==> src/rtl/regfile_sb_if.sv <==
`default_nettype none
// ============================================================================
//  Module      : regfile_sb_if
//  Description : Issue-side bundle of the scoreboarded register file: read
//                ports, two write ports, destination claim, hazard/busy and
//                stall-counter observation.
//  Revision    : 1.0  initial release
// ============================================================================
interface regfile_sb_if #(
    parameter int XLEN  = 32,
    parameter int NREGS = 32,
    parameter int CNTW  = 16
);
    localparam int AW = $clog2(NREGS);

    logic [AW-1:0]   i_rs1;
    logic [AW-1:0]   i_rs2;
    logic [XLEN-1:0] o_rs1_data;
    logic [XLEN-1:0] o_rs2_data;
    logic            i_wr0_en;
    logic [AW-1:0]   i_wr0_addr;
    logic [XLEN-1:0] i_wr0_data;
    logic            i_wr1_en;
    logic [AW-1:0]   i_wr1_addr;
    logic [XLEN-1:0] i_wr1_data;
    logic            i_claim;
    logic [AW-1:0]   i_claim_rd;
    logic            o_rs1_busy;
    logic            o_rs2_busy;
    logic            o_hazard;
    logic [NREGS-1:0] o_busy_vec;
    logic [CNTW-1:0] o_stall_cnt;

    // Issue logic / pipeline side drives requests and observes status
    modport master (
        output i_rs1, i_rs2, i_wr0_en, i_wr0_addr, i_wr0_data,
               i_wr1_en, i_wr1_addr, i_wr1_data, i_claim, i_claim_rd,
        input  o_rs1_data, o_rs2_data, o_rs1_busy, o_rs2_busy,
               o_hazard, o_busy_vec, o_stall_cnt
    );

    // Register file side
    modport slave (
        input  i_rs1, i_rs2, i_wr0_en, i_wr0_addr, i_wr0_data,
               i_wr1_en, i_wr1_addr, i_wr1_data, i_claim, i_claim_rd,
        output o_rs1_data, o_rs2_data, o_rs1_busy, o_rs2_busy,
               o_hazard, o_busy_vec, o_stall_cnt
    );
endinterface
`default_nettype wire

==> src/rtl/regfile_sb.sv <==
`default_nettype none
// ============================================================================
//  Module      : regfile_sb
//  Description : Two-read / two-write register file with write bypass,
//                per-register busy scoreboard, issue hazard detection and a
//                saturating stall-cycle counter. x0 is hard-wired to zero.
//  Revision    : 1.0  initial release
// ============================================================================
module regfile_sb #(
    parameter int XLEN  = 32,
    parameter int NREGS = 32,
    parameter int CNTW  = 16
) (
    input  wire logic       i_clk,
    input  wire logic       i_rst_n,
    regfile_sb_if.slave     bus
);
    localparam int AW = $clog2(NREGS);

    logic [XLEN-1:0]  r_regs_q [NREGS];
    logic [XLEN-1:0]  w_regs_d [NREGS];
    logic [NREGS-1:0] r_busy_q;
    logic [NREGS-1:0] w_busy_d;
    logic [CNTW-1:0]  r_stall_cnt_q;
    logic [CNTW-1:0]  w_stall_cnt_d;

    logic             w_wr0_vld;
    logic             w_wr1_vld;
    logic [XLEN-1:0]  w_rs1_data;
    logic [XLEN-1:0]  w_rs2_data;
    logic             w_rs1_wr;
    logic             w_rs2_wr;
    logic             w_claim_wr;
    logic             w_rs1_busy;
    logic             w_rs2_busy;
    logic             w_claim_conflict;
    logic             w_hazard;
    logic             w_claim_accept;

    // Writes to x0 are discarded up front so nothing downstream sees them
    assign w_wr0_vld = bus.i_wr0_en && (bus.i_wr0_addr != '0);
    assign w_wr1_vld = bus.i_wr1_en && (bus.i_wr1_addr != '0);

    // Combinational read ports with same-cycle bypass, port 1 taking priority
    always_comb begin
        w_rs1_data = '0;
        w_rs2_data = '0;
        if (bus.i_rs1 != '0) begin
            if (w_wr1_vld && (bus.i_wr1_addr == bus.i_rs1))      w_rs1_data = bus.i_wr1_data;
            else if (w_wr0_vld && (bus.i_wr0_addr == bus.i_rs1)) w_rs1_data = bus.i_wr0_data;
            else                                                 w_rs1_data = r_regs_q[bus.i_rs1];
        end
        if (bus.i_rs2 != '0) begin
            if (w_wr1_vld && (bus.i_wr1_addr == bus.i_rs2))      w_rs2_data = bus.i_wr1_data;
            else if (w_wr0_vld && (bus.i_wr0_addr == bus.i_rs2)) w_rs2_data = bus.i_wr0_data;
            else                                                 w_rs2_data = r_regs_q[bus.i_rs2];
        end
    end

    // Hazard detection: a pending write being retired this cycle is not a hazard
    always_comb begin
        w_rs1_wr   = (w_wr0_vld && (bus.i_wr0_addr == bus.i_rs1)) ||
                     (w_wr1_vld && (bus.i_wr1_addr == bus.i_rs1));
        w_rs2_wr   = (w_wr0_vld && (bus.i_wr0_addr == bus.i_rs2)) ||
                     (w_wr1_vld && (bus.i_wr1_addr == bus.i_rs2));
        w_claim_wr = (w_wr0_vld && (bus.i_wr0_addr == bus.i_claim_rd)) ||
                     (w_wr1_vld && (bus.i_wr1_addr == bus.i_claim_rd));
        w_rs1_busy = r_busy_q[bus.i_rs1] && !w_rs1_wr;
        w_rs2_busy = r_busy_q[bus.i_rs2] && !w_rs2_wr;
        w_claim_conflict = bus.i_claim && r_busy_q[bus.i_claim_rd] && !w_claim_wr &&
                           (bus.i_claim_rd != '0);
        w_hazard       = w_rs1_busy || w_rs2_busy || w_claim_conflict;
        w_claim_accept = bus.i_claim && !w_hazard && (bus.i_claim_rd != '0);
    end

    // Next state: register writes (port 1 last so it wins), busy clear then claim set
    always_comb begin
        w_regs_d = r_regs_q;
        w_busy_d = r_busy_q;
        if (w_wr0_vld) begin
            w_regs_d[bus.i_wr0_addr] = bus.i_wr0_data;
            w_busy_d[bus.i_wr0_addr] = 1'b0;
        end
        if (w_wr1_vld) begin
            w_regs_d[bus.i_wr1_addr] = bus.i_wr1_data;
            w_busy_d[bus.i_wr1_addr] = 1'b0;
        end
        if (w_claim_accept) begin
            w_busy_d[bus.i_claim_rd] = 1'b1;
        end
        w_regs_d[0] = '0;
        w_busy_d[0] = 1'b0;
        w_stall_cnt_d = r_stall_cnt_q;
        if (w_hazard && (r_stall_cnt_q != {CNTW{1'b1}})) begin
            w_stall_cnt_d = r_stall_cnt_q + 1'b1;
        end
    end

    // State registers; reset wipes data, scoreboard and counter immediately
    always_ff @(posedge i_clk or negedge i_rst_n) begin
        if (!i_rst_n) begin
            for (int i = 0; i < NREGS; i++) begin
                r_regs_q[i] <= '0;
            end
            r_busy_q      <= '0;
            r_stall_cnt_q <= '0;
        end else begin
            r_regs_q      <= w_regs_d;
            r_busy_q      <= w_busy_d;
            r_stall_cnt_q <= w_stall_cnt_d;
        end
    end

    assign bus.o_rs1_data  = w_rs1_data;
    assign bus.o_rs2_data  = w_rs2_data;
    assign bus.o_rs1_busy  = w_rs1_busy;
    assign bus.o_rs2_busy  = w_rs2_busy;
    assign bus.o_hazard    = w_hazard;
    assign bus.o_busy_vec  = r_busy_q;
    assign bus.o_stall_cnt = r_stall_cnt_q;

endmodule
`default_nettype wire

==> src/flat_wrapper.sv <==
// flat-port wrapper written by rule: the top's interface ports become plain ports
module regfile_sb_flat 
#(
    parameter int XLEN  = 32,
    parameter int NREGS = 32,
    parameter int CNTW  = 16
)
  (i_clk, i_rst_n, bus_i_rs1, bus_i_rs2, bus_i_wr0_en, bus_i_wr0_addr, bus_i_wr0_data, bus_i_wr1_en, bus_i_wr1_addr, bus_i_wr1_data, bus_i_claim, bus_i_claim_rd, bus_o_rs1_data, bus_o_rs2_data, bus_o_rs1_busy, bus_o_rs2_busy, bus_o_hazard, bus_o_busy_vec, bus_o_stall_cnt);
  regfile_sb_if #(.XLEN(XLEN), .NREGS(NREGS), .CNTW(CNTW)) bus_i ();
  input  wire logic i_clk;
  input  wire logic i_rst_n;
  input wire logic [$bits(bus_i.i_rs1)-1:0] bus_i_rs1;
  input wire logic [$bits(bus_i.i_rs2)-1:0] bus_i_rs2;
  input wire logic [$bits(bus_i.i_wr0_en)-1:0] bus_i_wr0_en;
  input wire logic [$bits(bus_i.i_wr0_addr)-1:0] bus_i_wr0_addr;
  input wire logic [$bits(bus_i.i_wr0_data)-1:0] bus_i_wr0_data;
  input wire logic [$bits(bus_i.i_wr1_en)-1:0] bus_i_wr1_en;
  input wire logic [$bits(bus_i.i_wr1_addr)-1:0] bus_i_wr1_addr;
  input wire logic [$bits(bus_i.i_wr1_data)-1:0] bus_i_wr1_data;
  input wire logic [$bits(bus_i.i_claim)-1:0] bus_i_claim;
  input wire logic [$bits(bus_i.i_claim_rd)-1:0] bus_i_claim_rd;
  output wire logic [$bits(bus_i.o_rs1_data)-1:0] bus_o_rs1_data;
  output wire logic [$bits(bus_i.o_rs2_data)-1:0] bus_o_rs2_data;
  output wire logic [$bits(bus_i.o_rs1_busy)-1:0] bus_o_rs1_busy;
  output wire logic [$bits(bus_i.o_rs2_busy)-1:0] bus_o_rs2_busy;
  output wire logic [$bits(bus_i.o_hazard)-1:0] bus_o_hazard;
  output wire logic [$bits(bus_i.o_busy_vec)-1:0] bus_o_busy_vec;
  output wire logic [$bits(bus_i.o_stall_cnt)-1:0] bus_o_stall_cnt;
  assign bus_i.i_rs1 = bus_i_rs1;
  assign bus_i.i_rs2 = bus_i_rs2;
  assign bus_i.i_wr0_en = bus_i_wr0_en;
  assign bus_i.i_wr0_addr = bus_i_wr0_addr;
  assign bus_i.i_wr0_data = bus_i_wr0_data;
  assign bus_i.i_wr1_en = bus_i_wr1_en;
  assign bus_i.i_wr1_addr = bus_i_wr1_addr;
  assign bus_i.i_wr1_data = bus_i_wr1_data;
  assign bus_i.i_claim = bus_i_claim;
  assign bus_i.i_claim_rd = bus_i_claim_rd;
  assign bus_o_rs1_data = bus_i.o_rs1_data;
  assign bus_o_rs2_data = bus_i.o_rs2_data;
  assign bus_o_rs1_busy = bus_i.o_rs1_busy;
  assign bus_o_rs2_busy = bus_i.o_rs2_busy;
  assign bus_o_hazard = bus_i.o_hazard;
  assign bus_o_busy_vec = bus_i.o_busy_vec;
  assign bus_o_stall_cnt = bus_i.o_stall_cnt;
  regfile_sb #(.XLEN(XLEN), .NREGS(NREGS), .CNTW(CNTW)) u_core (.i_clk(i_clk), .i_rst_n(i_rst_n), .bus(bus_i));
endmodule
==> config.mk <==
export PLATFORM = sky130hd
export DESIGN_NAME = regfile_sb_flat
export DESIGN_NICKNAME = d
export VERILOG_FILES = /design/src/rtl/regfile_sb_if.sv /design/src/rtl/regfile_sb.sv /design/src/flat_wrapper.sv
export SDC_FILE = /design/constraint.sdc
export NUM_CORES = 2
export LEC_CHECK = 0
export BUFFER_PORTS_ARGS = -buffer_cell sky130_fd_sc_hd__buf_4
export CORE_AREA = 2 2 410 412
export CTS_CLUSTER_SIZE = 40
export DETAILED_ROUTE_END_ITERATION = 10
export DIE_AREA = 0 0 412 414
export GPL_TIMING_DRIVEN = 0
export PLACE_DENSITY_LB_ADDON = 0.25
export SKIP_LAST_GASP = 1
export SLEW_MARGIN = 20
export SYNTH_ARGS = -nofsm -noshare
export SYNTH_HDL_FRONTEND = slang
export SYNTH_SLANG_ARGS = --single-unit
==> constraint.sdc <==
create_clock -name i_clk -period 2.6 [get_ports i_clk]
set_clock_uncertainty 0.2 [all_clocks]
set_input_delay 0 -clock i_clk [delete_from_list [all_inputs] [get_ports i_clk]]
set_output_delay 0 -clock i_clk [all_outputs]
set_load 0.05 [all_outputs]
==> After elaboration in Yosys (flattened, before gate mapping) <==
Index checks and enable logic that the tools add are counted.
{ "totals": {"ram_bits": 0, "reg_bits": 1039, "romBits": 0, "memories": 0, "wordCells": 134, "latch_bits": 0, "output_inout_bits": 115} }
{ "op_classes": {"n_addsub": 1, "muxes": 35, "shifts": 0, "n_lt_le_gt_ge": 14, "n_mul": 0, "eq_ne": 7, "div_mod_pow": 0, "bitwise": 9, "n_reduce_logical": 35} }
{ "op_table": {"columns": ["op", "count"], "rows": [
  ["bitwise mux 1024 bit", 2],
  ["two-way mux 1024 bit", 1],
  ["two-way mux 992 bit", 1],
  ["two-way mux 32 bit", 15],
  ["binary-select mux 32 bit (select 5 bit)", 2],
  ["demux 32 bit (select 5 bit)", 2],
  ["bitwise AND 32 bit", 2],
  ["inverter 32 bit", 2],
  ["OR 32 bit", 1],
  ["== test 5 bit", 6],
  ["less-than comparator 5 x 6 -> 1 bit (second input constant)", 5],
  ["nonzero test 5 bit", 5],
  ["greater-or-equal comparator 6 bit (second input constant)", 4],
  ["inverter 5 -> 6 bit", 4],
  ["logical AND 1 bit", 21],
  ["adder 16 x 1 -> 16 bit (second input constant)", 1],
  ["inequality test 16 bit (second input constant)", 1],
  ["binary-select mux 1 bit (select 5 bit)", 3],
  ["demux 1 bit (select 5 bit)", 3],
  ["greater-or-equal comparator 5 x 1 -> 1 bit (second input constant)", 3],
  ["less-than comparator 6 x 1 -> 1 bit (second input constant)", 2],
  ["two-way mux 1 bit", 6],
  ["logical OR 1 bit", 5],
  ["zero test 1 bit", 4]
]} }

==> Logic depth before layout (Yosys ltp) <==
{ "depth": {"ltp_word": 12, "mapped_depth": 11, "depth_no_buf": 8} }

==> Worst setup path after synthesis <==
Ideal clock, no wire load.
{ "synth_path": {"kind": "register -> register", "startpoint": "register u_core.r_busy_q[19] (netlist: u_core.bus.o_busy_vec[19])", "endpoint": "register u_core.r_stall_cnt_q[8] (netlist: u_core.bus.o_stall_cnt[8])", "t_required_ns": 2.258, "stages_incl_launch_ff": 10, "synth_period_minus_slack_ns": 3.656, "slack_ns": -1.056, "arrival_time_ns": 3.314, "n_path_buf": 1, "setup_time_ns": 0.142, "cell_sequence": "dfrtp_1 -> mux4_2 -> mux4_2 -> nor2_1 -> a2111oi_2 -> a211oi_2 -> inv_1 -> buf_2 -> nand4_1 -> xnor2_1"} }
{ "synth_rtl": {"columns": ["item", "line", "text"], "rows": [
  ["from (decl)", "regfile_sb.sv:22", "logic [NREGS-1:0] r_busy_q;"],
  ["from (signal assigned)", "regfile_sb.sv:109", "r_busy_q <= w_busy_d;"],
  ["binary-select mux 1 bit (select 5 bit)", "regfile_sb.sv:68", "w_rs1_busy = r_busy_q[bus.i_rs1] && !w_rs1_wr;"],
  ["two-way mux 1 bit (implied by the code)", "regfile_sb.sv:68", null],
  ["logical AND 1 bit", "regfile_sb.sv:68", null],
  ["via bus_o_rs1_busy", "flat_wrapper.sv:24", "output wire logic [$bits(bus_i.o_rs1_busy)-1:0] bus_o_rs1_busy;"],
  ["logical OR 1 bit (2 in series)", "regfile_sb.sv:72", "w_hazard = w_rs1_busy || w_rs2_busy || w_claim_conflict;"],
  ["via bus_o_hazard", "flat_wrapper.sv:26", "output wire logic [$bits(bus_i.o_hazard)-1:0] bus_o_hazard;"],
  ["logical AND 1 bit", "regfile_sb.sv:94", "if (w_hazard && (r_stall_cnt_q != {CNTW{1'b1}})) begin"],
  ["to (signal assigned)", "regfile_sb.sv:110", "r_stall_cnt_q <= w_stall_cnt_d;"],
  ["to (decl)", "regfile_sb.sv:24", "logic [CNTW-1:0] r_stall_cnt_q;"]
]} }
The timed path passes the listed nets, and every way through them passes these cells. The select of a mux whose other input is x is not followed.
A chain may end at the register's enable or synchronous reset.

==> Worst setup path in the final report <==
{ "layout_path": {"startpoint": "register u_core.r_regs_q[521] (netlist bit)", "endpoint": "output bus_o_rs1_data[9]"} }
{ "layout_between": {"elab_chain_cells": 6} }
{ "layout_lines": {"columns": ["item", "line", "text"], "rows": [
  ["from (decl)", "regfile_sb.sv:20", "logic [XLEN-1:0] r_regs_q [NREGS];"],
  ["from (signal assigned)", "regfile_sb.sv:108", "r_regs_q <= w_regs_d;"],
  ["binary-select mux 32 bit (select 5 bit)", "regfile_sb.sv:51", "else w_rs1_data = r_regs_q[bus.i_rs1];"],
  ["two-way mux 32 bit (implied by the code) (2 in series)", "regfile_sb.sv:51", null],
  ["two-way mux 32 bit", "regfile_sb.sv:50", "else if (w_wr0_vld && (bus.i_wr0_addr == bus.i_rs1)) w_rs1_data = bus.i_wr0_data;"],
  ["two-way mux 32 bit", "regfile_sb.sv:49", "if (w_wr1_vld && (bus.i_wr1_addr == bus.i_rs1)) w_rs1_data = bus.i_wr1_data;"],
  ["two-way mux 32 bit", "regfile_sb.sv:48", "if (bus.i_rs1 != '0) begin"],
  ["to (decl)", "flat_wrapper.sv:22", "output wire logic [$bits(bus_i.o_rs1_data)-1:0] bus_o_rs1_data;"]
]} }
Every way passes these cells. The select of a mux whose other input is x is not followed.

==> summary.md <==
| Metric | Value |
|---|---|
| Outcome | finished, violations left |
| Violated checks | setup timing |
| WL met2 | 163 mm |
| Total CTS buffers | around 130 |
| Fraction of registers with async set/reset | 100% |
| Synth Warn # | 0 |
| Synth Area per Inst | about 10 um2 |
| Final Hold Vio Count | 0 |
| DR vias/cell | 7.17 |
| Register-to-Register Path Depth | 9 |
| Grt ovf | 0 |
| Main flop type after synthesis | dfrtp_1 |
| Post-synthesis cell area | 66000 um2 |
| Max-Cap Viols | 0 |
| Placed cell count | ~8800 |
| Top layer reached by signal wires | met5 |
| Die height | 414 um |
| Final cycle utilization of the critical path | 134% |
| Number of enable flip-flop cells after synthesis | 0 |
| CTS max path bufs | 3 |
| Final setup vio count | 496 |
| Area of the die | 171000 um2 |
| CTS sink cnt | just over 1000 |
| Clock-pin slew on the worst setup and hold paths | about 0.060 ns |
| Endpoint type of the worst setup path | output port |
| CTS Root Buffer Type | clkbuf_16 |
| Worst relative slew slack | roughly 8.2% |
| Post-Place Worst Slack | -2.14 ns |
| ANT nets after route | 0 |
| Yosys cell types | 65 |
| RSZ-0062 raised after global routing | yes |
| Initial antenna violation count | 47 |
| RR Startpoint | u_core.bus.o_busy_vec[21] |
| R2R Path End | u_core.bus.o_busy_vec[23] |
| Core area | 166000 um2 |
| Data required time of the worst path | 2.40 ns |
| Port-buffer cells | 135 |
| Htree depth | 4 |
| Layout cell share with drive strength beyond 1 | 25.5% |
| Synthesized flop and latch total | 1039 |
| Fin cells | 9289 |
| Worst hold-check path type | input port to flip-flop |
| Crit path time final | 3.48 ns |
| Largest net degree at the start of global routing | ~130 |
| Post-Route WL | 423 mm |
| Setup TNS Final | -90.04 ns |
| Met3 wirelength from detailed routing | 69.1 mm |
| Crit path arrival time | ~3.3 ns |
| Drt pass-1 iters | 8 |
| Post-synthesis sequential area ratio | between 30% and 40% |
| Global placement routability congestion | around 1.1 |
| Worst R2R Setup Slack | -0.54 ns |
| DRC violations left | 0 |
| DRT met1 WL | 148 mm |
| Pwr/cell area | 817 nW/um2 |
| Global-route wire length before repair | 555 mm |
| Vias in the first global route | 61500 |
| CTS tree | built |
| Worst slew pin tran | 1.38 ns |
| Mapped Cells | 6400 |
| Crit. Startpoint | u_core.r_regs_q[521] |
| Critical path class | flip-flop to output port |
| Leakage | 34.3 nW |
| Crit path capture | bus_o_rs1_data[9] |
| Starting Density | 39.7% |
| FP Rows | 150 |
| Synth-to-Final Area Change | 22.0% |
| Max Freq | 287 MHz |
| DR vias | 66600 |
| Setup WS post-layout | -0.878 ns |
| Crit path max fanout | 2 |
| Final net count | 7039 |
| Util after Layout | around half |
| Post-synth net total | 6495 |
| WL per Instance | approximately 46 um |
| Overall routing resource usage | approximately half |
| Worst vdd rail ir drop | about 0.44 mV |
| Fillers | 15500 |
| I/O pin cnt | 209 |
| Final Max Slew Viols | 0 |
| HPWL after DPL | 298 mm |
| Hold Crit Depth | 4 |
| Later-pin clock latency in the skew report | 0.83 ns |
| DRC marker count from the first detailed-route iteration | 11300 |
| Crit start category | flip-flop |
| Die X | between 400 and 500 um |
[metrics by stage]
stage | total power, W | instance area (um2) | hold slack (ns)
after floorplan | 0.0356 | 66200 | -0.496
after global placement | 0.0420 | 70000 | 0.207
after detailed placement | 0.0428 | 71600 | -0.322
after CTS | 0.0639 | 79400 | 0.0000270
after global routing | 0.0672 | 80400 | 0.0501
final | 0.0658 | 80500 | 0.0240
[power breakdown]
part	total (W)	switching (W)	internal [W]
clock network	0.0199	0.00827	0.0116
registers	0.0240	0.00361	0.0204
logic	0.0218	0.0116	0.0102
[cells in the final DEF, fill, tap and decap left out, drive strengths merged, types with 51 or more instances in the layout]
| cell | Yosys | final |
|---|---|---|
| a22o | 51 | 51 |
| dfrtp | 1039 | 1039 |
| mux4 | 580 | 580 |
| dlygate4sd3 | 0 | 93 |
| nor2 | 605 | 605 |
| nand2 | 868 | 868 |
| a21oi | 554 | 554 |
| mux2i | 821 | 821 |
| o21ai | 728 | 728 |
| mux2 | 102 | 102 |
| clkbuf | 545 | 745 |
| buf | 212 | 529 |
[metal layers]
layer	vias to the layer above	track usage, %
li1	24400	-
met1	33800	58.7
met2	6559	62.4
met3	1882	26.5
met4	28	39.2
met5	-	2.60
[synth_stat cells, drive strengths merged, types with 8 or more instances]
cell        n  area share [%]
nand3b     14            0.16
mux2      102             1.7
o21ai     728             5.5
a21oi     554             4.2
a22oi      18            0.20
nand4      12            0.14
mux4      580              20
buf       212             1.4
nand3      23            0.18
xnor2      26            0.34
xor2       17            0.23
nand2     868             4.9
o221ai     15            0.20
a31oi      32            0.30
a221oi     14            0.19
nor3b       8           0.091
o22ai      15            0.14
dfrtp    1039              39
clkbuf    545             3.1
a2111oi    13            0.18
mux2i     821              12
a22o       51            0.68
nor2      605             3.4
[state kept, by name, indices dropped and copies added (netlist names)]
name                    cells
u_core.r_regs_q           992
u_core.bus.o_busy_vec      31
u_core.bus.o_stall_cnt     16
[cell families after synthesis]
family | after synthesis | share of synthesized area (%)
adder cells (fa/ha/maj) | 1 | 0.0190
AO/OA/AOI/OAI | 1459 | 11.9
buffers and inverters | 763 | 4.55
other | 1 | 0.00568
AND/OR/NAND/NOR | 1591 | 9.63
multiplexers | 1503 | 34.0
flip-flops | 1039 | 39.4
XOR/XNOR | 43 | 0.571
[worst max-delay path, cell delays in order, from the launching register on]
cell and delay (ns):
dfrtp_1 0.39, mux4_2 0.62, mux4_2 0.62, mux2i_2 0.23
o21ai_1 0.13, mux2_2 0.29, buf_6 0.16
[cell type report]
| class | count | area (um2) | area share [%] |
|---|---|---|---|
| diodes | 41 | 103 | 0.127 |
| repair buffers | 420 | 4870 | 6.05 |
| inverters | 6 | 22.5 | 0.0280 |
| flip-flops and latches | 1039 | 26000 | 32.3 |
| well taps | 2204 | 2760 | 3.43 |
| multi-input cells | 4598 | 38300 | 47.5 |
| clock inverters | 32 | 464 | 0.577 |
| clock buffers | 202 | 4040 | 5.02 |
| plain buffers | 747 | 3940 | 4.89 |
[repair_timing]
action | 4_1_cts | 5_1_grt
pin swaps | 45 | 47
hold buffers | 94 | 1
cloned | 0 | 2
endpoints found under the hold margin | 1856 | 5
setup buffers | 90 | 49
gates resized for setup | 494 | 210
endpoints found under the setup margin | 646 | 496
[worst min-delay path by stage]
stage / from / end
final: bus_i_wr1_data[15] / u_core.r_regs_q[143]
after global routing: bus_i_wr1_data[7] / u_core.r_regs_q[39]
after CTS: bus_i_wr1_en / u_core.bus.o_busy_vec[19]
after detailed placement: i_rst_n / u_core.bus.o_stall_cnt[12]
after global placement: bus_i_wr1_data[2] / u_core.r_regs_q[34]
after floorplan: i_rst_n / u_core.bus.o_busy_vec[10]
Power figures use the tool's default switching activity.
